--- src/rtl/time_display.sv ---
// Binary-to-BCD converter for the run timer readout: a 26-step double-dabble
// engine plus seven-segment decode with optional leading-zero blanking.
module time_display #(
    parameter bit BLANK_LEADING = 1'b1
) (
    input  logic        clk,
    input  logic        rst_n,
    input  logic        i_valid,
    input  logic [25:0] i_time,
    output logic        o_busy,
    output logic        o_done,
    output logic [31:0] o_bcd,
    output logic [55:0] o_seven
);

    // Handshake: a request is taken only when the engine is idle (o_busy=0)
    // and i_valid=1 at a clock edge; i_time is captured on that same edge.
    // Exactly 26 edges later o_done pulses for one cycle with the result.
    // Requests seen while busy are dropped, never queued.

    typedef enum logic {
        IDLE = 1'b0,
        CONV = 1'b1
    } state_t;

    state_t      state;
    logic [25:0] shift_q;
    logic [31:0] bcd_q;
    logic [4:0]  step_q;

    logic [31:0] bcd_adj;
    logic [31:0] bcd_next;
    logic [25:0] shift_next;
    logic [55:0] seven_next;

    function automatic logic [6:0] seg7(input logic [3:0] d);
        logic [6:0] s;
        case (d)
            4'd0:    s = 7'h40;
            4'd1:    s = 7'h79;
            4'd2:    s = 7'h24;
            4'd3:    s = 7'h30;
            4'd4:    s = 7'h19;
            4'd5:    s = 7'h12;
            4'd6:    s = 7'h02;
            4'd7:    s = 7'h78;
            4'd8:    s = 7'h00;
            4'd9:    s = 7'h10;
            default: s = 7'h7F;
        endcase
        return s;
    endfunction

    // One double-dabble step: add 3 to every nibble >= 5, then shift left.
    always_comb begin
        bcd_adj = 32'h0;
        for (int k = 0; k < 8; k++) begin
            if (bcd_q[4*k +: 4] >= 4'd5)
                bcd_adj[4*k +: 4] = bcd_q[4*k +: 4] + 4'd3;
            else
                bcd_adj[4*k +: 4] = bcd_q[4*k +: 4];
        end
        bcd_next   = {bcd_adj[30:0], shift_q[25]};
        shift_next = {shift_q[24:0], 1'b0};
    end

    // Decode the about-to-be-registered digits; zero_run tracks whether every
    // digit from 7 down to the current one is zero.
    always_comb begin
        logic zero_run;
        zero_run   = 1'b1;
        seven_next = 56'h0;
        for (int k = 7; k >= 0; k--) begin
            zero_run = zero_run && (bcd_next[4*k +: 4] == 4'd0);
            if (BLANK_LEADING && (k >= 1) && zero_run)
                seven_next[7*k +: 7] = 7'h7F;
            else
                seven_next[7*k +: 7] = seg7(bcd_next[4*k +: 4]);
        end
    end

    always_ff @(posedge clk or negedge rst_n) begin
        if (!rst_n) begin
            state   <= IDLE;
            shift_q <= 26'h0;
            bcd_q   <= 32'h0;
            step_q  <= 5'd0;
            o_busy  <= 1'b0;
            o_done  <= 1'b0;
            o_bcd   <= 32'h0;
            o_seven <= {56{1'b1}};
        end else begin
            o_done <= 1'b0;
            case (state)
                IDLE: begin
                    if (i_valid) begin
                        shift_q <= i_time;
                        bcd_q   <= 32'h0;
                        step_q  <= 5'd0;
                        o_busy  <= 1'b1;
                        state   <= CONV;
                    end
                end
                CONV: begin
                    shift_q <= shift_next;
                    bcd_q   <= bcd_next;
                    step_q  <= step_q + 5'd1;
                    if (step_q == 5'd25) begin
                        o_bcd   <= bcd_next;
                        o_seven <= seven_next;
                        o_done  <= 1'b1;
                        o_busy  <= 1'b0;
                        state   <= IDLE;
                    end
                end
                default: state <= IDLE;
            endcase
        end
    end

endmodule
--- config.mk ---
export PLATFORM = sky130hd
export DESIGN_NAME = time_display
export DESIGN_NICKNAME = d
export VERILOG_FILES = /design/src/rtl/time_display.sv
export SDC_FILE = /design/constraint.sdc
export NUM_CORES = 1
export LEC_CHECK = 0
export ABC_AREA = 1
export CORE_MARGIN = 5
export CORE_UTILIZATION = 43
export DETAILED_ROUTE_END_ITERATION = 10
export GPL_TIMING_DRIVEN = 1
export PLACE_DENSITY = 0.68
export SLEW_MARGIN = 20
export SYNTH_ARGS = -nofsm -noshare
export SYNTH_HDL_FRONTEND = slang
export SYNTH_SLANG_ARGS = --single-unit
--- constraint.sdc ---
create_clock -name clk -period 3.67 [get_ports clk]
set_input_delay 0.5505 -clock clk [delete_from_list [all_inputs] [get_ports clk]]
set_output_delay 0.5505 -clock clk [all_outputs]
set_load 0.01 [all_outputs]
## Yosys cells after proc, flatten, opt, wreduce, memory -nomap -nowiden

Memories as Yosys holds them, arrays and structs flattened. A register that Yosys moved wholly into a read port is not among the register bits.
Index checks and enable logic that the tools add are counted.

| word-level totals | value |
|---|---|
| bits in registers | 154 |
| memory bits (read-only) | 896 |
| output and inout port bits | 90 |
| word-level logic and storage cells | 82 |
| memories | 8 |

Memories:

| name | depth | bits a word | read ports | clocked after memory_dff | write ports | line | source |
|---|---|---|---|---|---|---|---|
| (no name shown) | 16 | 7 | 1 | 0 | 0 | 38 | `case (d)` |
| (no name shown) | 16 | 7 | 1 | 0 | 0 | 38 |  |
| (no name shown) | 16 | 7 | 1 | 0 | 0 | 38 |  |
| (no name shown) | 16 | 7 | 1 | 0 | 0 | 38 |  |
| (no name shown) | 16 | 7 | 1 | 0 | 0 | 38 |  |
| (no name shown) | 16 | 7 | 1 | 0 | 0 | 38 |  |
| 2 more memories | -- | -- | -- | -- | -- | -- |  |

| cells by class | value |
|---|---|
| add/sub/neg operators | 9 |
| $lt $le $gt $ge | 8 |
| equality and inequality tests | 3 |
| muxes and demuxes | 29 |
| bitwise operators | 1 |
| reduce and logical (&&, ||, !) cells | 16 |

Operator list:

| operator | number |
|---|---|
| $pmux 32 s2 | 1 |
| $pmux 26 s2 | 1 |
| $mux 7 | 7 |
| $ge 4x3->1 const B | 8 |
| $mux 32 | 1 |
| $add 4x2->4 const B | 7 |
| $logic_not 4->1 | 7 |
| $mux 4 | 7 |
| $mux 26 | 1 |
| $pmux 5 s2 | 1 |
| $logic_and 1x1->1 | 6 |
| $mux 1 | 6 |
| $add 5x1->5 const B | 1 |
| $eq 5x5->1 const B | 1 |
| $mux 5 | 1 |
| $pmux 1 s2 | 2 |
| $reduce_and 2->1 | 2 |
| $add 3x2->3 const B | 1 |
| $mux 3 | 1 |
| $ne 2x1->1 const B | 1 |
| $ne 2x2->1 const B | 1 |
| $logic_not 1->1 | 1 |
| $not 1->1 | 1 |

## Depth between registers and ports, before layout

Gate-level depths: netlist (run 1).

| logic depth | value |
|---|---|
| word-level depth | 10 |
| mapped depth | 15 |
| mapped depth without buffers | 15 |

## Worst setup path before layout (run 1)

No wires, ideal clock.

| timing | value |
|---|---|
| path kind | register to register |
| start point | reg bcd_q[20] |
| end point | reg o_seven[11] |
| setup time | 0.073 ns |
| arrival time | 2.226 ns |
| slack | 1.371 ns |
| cell stages (with the launch flop) | 14 |
| path buffers | 0 |
| clock period less this slack | 2.299 ns |
| cells stage by stage | dfrtp_1 -> inv_1 -> ha_1 -> inv_1 -> nand2_1 -> nand3_2 -> xor2_1 -> ha_1 -> nand3_1 -> nor2_1 -> nand3_4 -> nor2_8 -> nand4_4 -> a21oi_1 |

| between the ends | value |
|---|---|
| longest elaborated chain between the ends | 10 |

RTL lines:

| what | line | source |
|---|---|---|
| start: declaration | 28 | `logic [31:0] bcd_q;` |
| start signal: assignment | 106 | `bcd_q <= bcd_next;` |
| $add 4x2->4 / $ge 4x3->1 (equally long branches) | 59, 58 |  |
| $mux 4 * | 58 | `if (bcd_q[4*k +: 4] >= 4'd5)` |
| $logic_not 4->1 | 74 | `zero_run = zero_run && (bcd_next[4*k +: 4] == 4'd0);` |
| $logic_and 1x1->1 | 74 |  |
| $logic_and 1x1->1 * (5 in series) | 74 |  |
| $mux 7 * | 75 | `if (BLANK_LEADING && (k >= 1) && zero_run)` |
| end signal: assignment | 91 | `o_seven <= {56{1'b1}};` |
| end signal: assignment | 110 | `o_seven <= seven_next;` |
| end: declaration | 13 | `output logic [55:0] o_seven` |

Every way passes the cells marked *; elsewhere a longest branch is shown, timed or not.
A chain may end at the register's enable or synchronous reset.

## Final worst setup path (run 1)

| timing | value |
|---|---|
| start point | reg bcd_q[20] |
| end point | reg o_seven[13] |

Same word-level chain as after synthesis.

==> reports/metrics.yaml, run 1 <==
r2r_end: "o_seven[13]"
slew_viol_final: 0
syn-instance-count: 923
crit_cells: 13
die_h_um: 146.8
clk_latency_ps: 420
start_util_pct: 43.29
finalPower_w: 0.01069
rsz0062_at_grt: "no"
hpwl_um: 13020
io_pins: 119
status: "finished, final reports clean"
cts_setup_buffers: 0
synth-edff-count: 0
crit_family: "simple AND/OR/NAND/NOR gates"
syn_area_mm2: 0.008043
finalWirelength_um: 19060
max-vdd-ir-drop_mv: 0.4124
antenna_found_initial: 0
worstSetupPathType: "reg -> reg"
die-area_mm2: 0.02154
drt-initial-drc-count: 384
skew_ps: 11.52
tightest_slew_ps: 883.6
first_pass_iters: 5
r2r_start: "bcd_q[20]"
groute.usage.overall_pct: 17.89
pre_cts_slack_ps: 945.2
slowest_delay_ps: 430
fin_crit_ps: 2722
critPathRequiredTime_ps: 4010
clockRootBuffer: "clkbuf_16"
cts.clk_slew.worst_paths_ps: 60
core_mm2: 0.01858
reg2reg_setup_slack_ps: 950
syn_avg_cell_area_um2: 8.714
cp_max_fo: 8
pwr_density_cell_mw_per_mm2: 1057
reg2regPathDepth: 13
yosysSeqAreaShare_pct: 48.79
antenna_cells: 0
ys.flop_type: "dfrtp_1"
cp.arrival_ps: 3060
end_kind: "register"
yosys_register_bits: 154
via_count: 6495
fmax_ghz: 0.3674
cp-start-kind: "register"
ant_nets: 0
hold_viol: 0
grt_pass1_wl_um: 32040
final_cell_mix: "184 x nand2_1, 125 x inv_1, 117 x clkdlybuf4s50_1"
cts_inserted_buffers: 17
clockBufferDepth: 2
chipWidth_um: 146.8
layout_setup_ws_ps: 948.4
grt_overflow: 0
grt_max_degree: 92
routedWlPerCell_um: 14.85
cts_resized: 0
synth_nets: 1006
yosysWarnings: 0
vias_per_cell: 5.062
power.leakage_nw: 4.742
cts_max_level: 4
finalCritPeriodShare_pct: 74.16
synthArstFlopShare_pct: 100.0
cts_tree: "done"
crit_slowest_cell: "xor2_1"
cts.sinks: 154
ys_types: 40
numPortBuffers: 118
area_growth_syn_to_layout_pct: 25.79
gp_congestion: 0.8055
worstPathCellList: "inv_1 -> ha_1 -> inv_1 -> nand2_1 -> nand3_2 -> xor2_1 -> ha_1 -> nand3_1 -> nor2_1 -> nand3_4 -> nor2_8 -> nand4_4 -> a21oi_1"
num_rows: 50
drcViolationCount: 0
cp_num_buf_inv: 2
mostFrequentLayoutCell: "nand2_1"
grt_pass1_vias: 6630
hold_class: "in -> async"
cts_hold_buf: 0
drive_above_1_share_pct: 12.96
nets: 1119
max-cap-violations: 0
setup_viol: 0
fin_setup_tns_ps: 0
timing.slew.headroom_pct: 41.01
==> per-layer routing <==
| layer | vias up | global-route usage [%] | part of all wire [%] |
|---|---|---|---|
| li1 | 3255 | - | - |
| met1 | 3104 | 23.34 | 46 |
| met2 | 114 | 30.47 | 49 |
| met4 | 0 | 4.798 | 1.4 |
| met3 | 22 | 3.609 | 3.5 |
| met5 | - | 0 | 0 |
==> cells in the mapped netlist (4+ instances only) <==
library cell  instances  share of area, %
a21oi_1              51               3.2
or2_2                 8              0.62
nor2_1               78               3.6
dfstp_2              56                18
o21ai_1               4              0.25
inv_1               126               5.9
nand2_1             184               8.6
xor2_1               11               1.2
o221ai_1              8              0.87
o211ai_1             17               1.6
nand4_1               8              0.62
nand2_2               9              0.70
a22oi_1               5              0.47
nand3_1              26               1.6
a31oi_1              14               1.1
dfrtp_1              98                30
clkbuf_1             22               1.0
buf_2                 5              0.31
o22ai_1              34               2.6
o21ai_0              68               4.2
ha_1                 54               8.4
nand3_2               6              0.75
buf_1                 4              0.19
==> logic make-up (layout without fill, tap and decap cells) <==
family	count (synthesis)	after routing	synth area share, %
flip-flops	154	154	48.79
buffers and inverters	162	288	7.638
adder cells (fa/ha/maj)	54	54	8.401
AO/OA/AOI/OAI	211	211	15.42
AND/OR/NAND/NOR	329	329	18.15
XOR/XNOR	13	13	1.602
==> worst reg2reg max path, delay by kind of cell, from the launching register on <==
kind | cells | cell delay, ps
AND/OR/NAND/NOR | 7 | 1050
XOR/XNOR | 1 | 430
AO/OA/AOI/OAI | 1 | 190
flip-flops | 1 | 390
buffers and inverters | 2 | 170
adder cells (fa/ha/maj) | 2 | 430
==> cell type report <==
| class | instances | area, um^2 |
|---|---|---|
| fill | 1670 | 8463 |
| sequential | 154 | 3924 |
| multi-input combinational | 607 | 3512 |
| timing repair buffer | 125 | 1260 |
| inverter | 131 | 491.7 |
| clock buffer | 19 | 442.9 |
| tap | 234 | 292.8 |
| clock inverter | 13 | 193.9 |
==> sequential cells by signal, indices dropped and copies added (netlist names) <==
signal,flops
bcd_q,32
o_seven,56
state,1
o_done,1
o_bcd,32
step_q,5
o_busy,1
shift_q,26
==> how the worst max path moves through the flow <==
stage	from	to	slack (ps)
floorplan	bcd_q[20]	o_seven[11]	1370
global placement	bcd_q[20]	o_seven[7]	1100
detailed placement	bcd_q[20]	o_seven[13]	950
CTS	bcd_q[20]	o_seven[13]	920
global route	bcd_q[20]	o_seven[13]	680
finish	bcd_q[20]	o_seven[13]	950
==> report_power, final <==
| group | leakage, nW | internal (W) | switching (W) |
|---|---|---|---|
| combinational | 2.60 | 0.00227 | 0.00334 |
| sequential | 1.84 | 0.00268 | 0.000495 |
| clock | 0.308 | 0.00116 | 0.000736 |
==> metrics by stage <==
step / std cells / hold slack, ps / area (um^2) / utilization [%]
finish: 1283 / 211.1 / 10120 / 54.45
floorplan: 923 / 254.9 / 8043 / -
global placement: 1251 / 457.7 / 9480 / 51.02
detailed placement: 1251 / 455.5 / 9480 / 51.02
CTS: 1283 / 237.5 / 10120 / 54.45
global route: 1283 / 285.9 / 10120 / 54.45
(Power assumes the default switching activity.)
==> run 2, diff against run 1 <==
Settings changed: PLACE_DENSITY 0.68 to 0.7.
Clock period 3.67 ns to 2.3 ns, I/O delays scaled along.
==> run 2 against run 1 <==
Effect of this change: the run now ends with setup timing left; combinational power grew 87%; via count grew 3.9%; critical path type unchanged; critical endpoint is now o_seven[7]; sequential share of layout area shrank 2.4 points; highest routed layer unchanged; global-route usage grew 0.14 points; utilization grew 3.5 points.
==> reports/metrics.yaml, run 2 (synthesis results as in run 1) <==
status: "finished with violations"
area_growth_syn_to_layout_pct: 33.93
setup_viol: 8  # +8
cp_max_fo: 7  # -1
pre_cts_slack_ps: -40.31  # -985.5 ps
drcViolationCount: 0  # unchanged
numPortBuffers: 118  # unchanged
p_comb_share_pct: 56.9  # +4.4 points
p_int_w: 0.01054  # +72%
slowest_delay_ps: 390  # -40 ps
grt_overflow: 0  # unchanged
via_count: 6749  # +3.9%
cp-start-kind: "register"
antenna_cells: 0  # unchanged
layout_setup_ws_ps: -40.76  # -989.2 ps
start_util_pct: 43.29  # unchanged
hold_viol: 0  # unchanged
worstPathCellList: "inv_2 -> ha_4 -> inv_4 -> nand2_4 -> nand3_4 -> xor2_2 -> ha_2 -> nand3_4 -> nor2_4 -> nand3_4 -> nor2_8 -> nand4_4 -> a21oi_2"
grt_max_degree: 67  # -27%
max-vdd-ir-drop_mv: 0.7430  # +80%
critPathRequiredTime_ps: 2660  # -1350 ps
clockBufferDepth: 2  # unchanged
first_pass_iters: 7  # +2
dr.max_layer_used: "met4"
worstSetupPathType: "reg -> reg"
ant_nets: 0  # unchanged
seq_power_share_pct: 27.4  # -2.3 points
cp.arrival_ps: 2700  # -360 ps
slew_viol_final: 0  # unchanged
die-area_mm2: 0.02154  # unchanged
skew_ps: 12.31  # +0.7876 ps
nets: 1165  # +4.1%
cts_tree: "done"
tightest_slew_ps: 473.4  # -410.1 ps
mostFrequentLayoutCell: "nand2_1"
largest_reg_flops: 56  # unchanged
chipWidth_um: 146.8  # unchanged
clk_latency_ps: 430  # about the same
rsz0062_at_grt: "yes"
drive_above_1_share_pct: 21.55  # +8.6 points
swShare_pct: 42.91  # +0.12 points
route.met3.wl_um: 716  # +6.4%
core_mm2: 0.01858  # unchanged
finalWirelength_um: 19790  # +3.8%
hold_ws_ps: 416.0  # +204.9 ps
gp_congestion: 0.8616  # +7.0%
fin_crit_ps: 2341  # -380.8 ps
layout.cells.non_filler: 1329  # +3.6%
timing.slew.headroom_pct: 68.44  # +27 points
max-cap-violations: 0  # unchanged
cts.clk_slew.worst_paths_ps: 60  # about the same
cts_max_level: 4  # unchanged
fmax_ghz: 0.4272  # +16%
nFillCells: 1594  # -4.6%
grt_pass1_wl_um: 32260  # +0.67%
p_sw_w: 0.007923  # +73%
hold_class: "in -> async"
pwr_density_cell_mw_per_mm2: 1714  # +62%
power.leakage_nw: 4.977  # +4.9%
fin_util_pct: 57.97  # +3.5 points
cp_num_buf_inv: 2  # unchanged
cpMostUsedCell: "nand3_4"
drt-initial-drc-count: 415  # +8.1%
grt_pass1_vias: 6543  # -1.3%
die_h_um: 146.8  # unchanged
cts.sinks: 154  # unchanged
cts_inserted_buffers: 17  # unchanged
end_kind: "register"
vias_per_cell: 5.078  # +0.31%
reg.largest.list: "o_seven: 56 flops, bcd_q: 32 flops, o_bcd: 32 flops"
finalCritPeriodShare_pct: 101.8  # +28 points
num_rows: 50  # unchanged
dpl.cell_count: 1284  # +2.6%
violations: "setup timing"
pwr-share-clk_pct: 15.7  # -2.1 points
hpwl_um: 13560  # +4.1%
wl_met1_um: 8723  # -0.23%
clockRootBuffer: "clkbuf_16"
fin_setup_tns_ps: -206.0  # -206.0 ps
crit_slowest_cell: "dfrtp_1"
antenna_found_initial: 0  # unchanged
groute.usage.overall_pct: 18.03  # +0.14 points
io_pins: 119  # unchanged
regMostFlops: "o_seven"
routedWlPerCell_um: 14.89  # +0.25%
routed-wl-met2_um: 9833  # +5.0%
crit_family: "simple AND/OR/NAND/NOR gates"
final_cell_mix: "180 x nand2_1, 117 x clkdlybuf4s50_1, 113 x inv_1"
-- run 2: path summary, 6_finish.rpt --
path | from | end | slack, ps | depth (start not counted)
worst max-delay path | bcd_q[25] | o_seven[7] | -40 | 13
worst min-delay path | rst_n | o_bcd[19] | 420 | 2
worst max register to register | bcd_q[25] | o_seven[7] | -40 | 13
worst min register to register | o_seven[39] | o_seven[39] | 470 | 2
max in group asynchronous | rst_n | o_seven[51] | 1150 | 3
min in group clk | i_time[21] | shift_q[21] | 450 | 3
-- run 2: power groups by stage --
stage	Clock, W	Combinational (W)	Sequential (W)
after floorplan	0	0.00559	0.00529
after global placement	0	0.00937	0.00505
after detailed placement	0	0.00953	0.00506
after CTS	0.00295	0.00966	0.00504
after global routing	0.00308	0.0118	0.00522
final	0.00290	0.0105	0.00505
-- run 2: routing by layer --
metal,up-vias,GRT usage (%)
li1,3352,-
met1,3228,23.77
met2,130,29.80
met3,39,3.917
met4,0,5.691
met5,-,0
-- run 2: repair_timing --
action                                  in CTS  in global routing
pin swaps                                    0                 20
hold buffers                                 1                  0
hold endpoints to repair                    34                  0
endpoints found under the setup margin      28                 53
gates resized for setup                      5                 70
setup buffers                                0                 12
-- run 2: layout make-up --
cell class              count  area, um^2  area share (%)
clock buffers              20       446.7           4.147
clock inverters            12       162.7           1.510
inverters                 131       494.2           4.588
multi-input cells         607        3819           35.45
flip-flops and latches    154        3924           36.43
well taps                 234       292.8           2.718
repair buffers            171        1633           15.16
-- run 2: stage by stage --
stage                     total power [W]  area, um^2
after floorplan                   0.01087        8043
after global placement            0.01442        9741
after detailed placement          0.01459        9741
after CTS                         0.01765       10380
after global routing              0.02007       10770
final                             0.01846       10770
==> run 3, diff against run 2 <==
Settings changed: CORE_MARGIN 5 to 2, GPL_ROUTABILITY_DRIVEN set to 1.
==> run 3 against run 2 <==
Effect of this change: the run still ends with setup timing left; clock power is 3% lower; first-iteration DRC count is 4.6% lower; utilization is 0.061 points lower; non-clock buffer count is 3 higher; hold slack worse by 3.7 ps.
==> reports/metrics.yaml, run 3 (synthesis results as in run 1) <==
final_area_mm2: 0.01072  # -0.44%
dpl_cell_area_mm2: 0.009741  # unchanged
end_kind: "register"
layout_setup_ws_ps: -10.02  # +30.75 ps
gp_congestion: 0.8755  # +1.6%
setup_viol: 1  # -7
cts.sinks: 154  # unchanged
first_pass_iters: 4  # -3
hold_class: "in -> async"
num_rows: 50  # unchanged
numPortBuffers: 118  # unchanged
violations: "setup timing"
power.leakage_nw: 4.976  # about the same
cts_tree: "done"
cts_max_level: 4  # unchanged
drt-initial-drc-count: 396  # -4.6%
regMostFlops: "o_seven"
cp.arrival_ps: 2670  # -30 ps
finalCritPeriodShare_pct: 100.4  # -1.3 points
fin_crit_ps: 2310  # -30.75 ps
fin_setup_tns_ps: -10.02  # +196.0 ps
groute.usage.overall_pct: 20.01  # +2.0 points
timing.slew.headroom_pct: 64.39  # -4.1 points
drive_above_1_share_pct: 21.68  # +0.12 points
vias_per_cell: 5.043  # -0.70%
drcViolationCount: 0  # unchanged
max-cap-violations: 0  # unchanged
reg.largest.list: "o_seven: 56 flops, bcd_q: 32 flops, o_bcd: 32 flops"
dpl.cell_count: 1284  # unchanged
grt_pass1_wl_um: 32000  # -0.81%
nets: 1168  # +0.26%
cts.clk_slew.worst_paths_ps: 60  # about the same
clockRootBuffer: "clkbuf_16"
hold_viol: 0  # unchanged
max-vdd-ir-drop_mv: 0.6776  # -8.8%
cp-start-kind: "register"
finalPower_w: 0.01855  # +0.46%
cts_inserted_buffers: 17  # unchanged
largest_reg_flops: 56  # unchanged
start_util_pct: 43.43  # +0.15 points
mostFrequentLayoutCell: "nand2_1"
antenna_cells: 0  # unchanged
clockBufferDepth: 2  # unchanged
via_count: 6717  # -0.47%
pwr_density_cell_mw_per_mm2: 1730  # +0.90%
grt_overflow: 0  # unchanged
die-area_mm2: 0.01981  # -8.0%
critPathRequiredTime_ps: 2660  # about the same
chipWidth_um: 140.8  # -4.1%
grt_max_degree: 54  # -19%
fin_util_pct: 57.91  # -0.061 points
worstSetupPathType: "reg -> reg"
hpwl_um: 13530  # -0.16%
status: "finished with violations"
area_growth_syn_to_layout_pct: 33.34
ant_nets: 0  # unchanged
tightest_slew_ps: 534.2  # +60.75 ps
clk_latency_ps: 440  # about the same
antenna_found_initial: 0  # unchanged
final_cell_mix: "179 x nand2_1, 117 x clkdlybuf4s50_1, 110 x inv_1"
fmax_ghz: 0.4329  # +1.3%
io_pins: 119  # unchanged
core_mm2: 0.01852  # -0.34%
grt_pass1_vias: 6648  # +1.6%
skew_ps: 14.17  # +1.860 ps
slew_viol_final: 0  # unchanged
reg2regPathDepth: 13  # unchanged
finalWirelength_um: 19460  # -1.7%
routedWlPerCell_um: 14.61  # -1.9%
rsz0062_at_grt: "yes"
cp_max_fo: 7  # unchanged
die_h_um: 140.8  # -4.1%
layout.cells.non_filler: 1332  # +0.23%
[run 3: changes by cell type in the layout (fill, tap and decap cells not counted), sizes merged]
cell and delta:
buf +3, inv +3, clkbuf -2, clkinv -2, clkinvlp +2, bufinv -1
[run 3: final cells by class]
class	count	area, um^2
Fill cell	1616	7794
Sequential cell	154	3924
Multi-Input combinational cell	607	3781
Timing Repair Buffer	174	1647
Inverter	131	491.7
Clock buffer	18	429.2
Tap cell	234	292.8
Clock inverter	14	158.9
[run 3: metal layers]
layer	track usage, %	vias to the layer above	wire length, um
met5	0	-	0
met4	7.526	0	358
met3	3.601	31	589
met2	33.56	108	9772
met1	26.00	3229	8736
li1	-	3349	-
[run 3: where the power goes]
| part | internal [W] | switching (W) |
|---|---|---|
| Clock | 0.00162 | 0.00120 |
| Combinational | 0.00464 | 0.00602 |
| Sequential | 0.00428 | 0.000784 |
| Total | 0.0105 | 0.00801 |
[run 3: critical path, stage by stage, from the launching register on]
cell and delay (ps):
dfrtp_1 400, inv_2 110, ha_4 140, inv_2 40, nand2_4 70, nand3_4 90, xor2_2 180, ha_2 220
nand3_4 80, nor2_4 160, nand3_4 120, nor2_8 200, nand4_4 210, a21oi_2 200
[run 3: path summary, 6_finish.rpt]
| check | from | to | slack, ps |
|---|---|---|---|
| hold / removal | rst_n | o_bcd[20] | 410 |
| max in group asynchronous | rst_n | o_seven[14] | 1120 |
| hold reg to reg | o_bcd[24] | o_bcd[24] | 480 |
| setup / recovery | bcd_q[25] | o_seven[10] | -10 |
| min in group clk | i_time[17] | shift_q[17] | 450 |
| setup reg to reg | bcd_q[25] | o_seven[10] | -10 |
[run 3: timing repair]
| item | CTS | global route |
|---|---|---|
| pin swaps | 0 | 21 |
| endpoints found under the hold margin | 34 | 0 |
| resized for setup | 3 | 71 |
| setup buffers | 0 | 15 |
| hold buffers | 1 | 0 |
| endpoints found under the setup margin | 21 | 45 |
[run 3: stage by stage]
step	hold slack (ps)	setup slack, ps
floorplan	49.41	1.361
global placement	327.9	111.0
detailed placement	328.0	0.2667
CTS	430.9	15.04
global route	462.6	-139.6
finish	412.2	-10.02
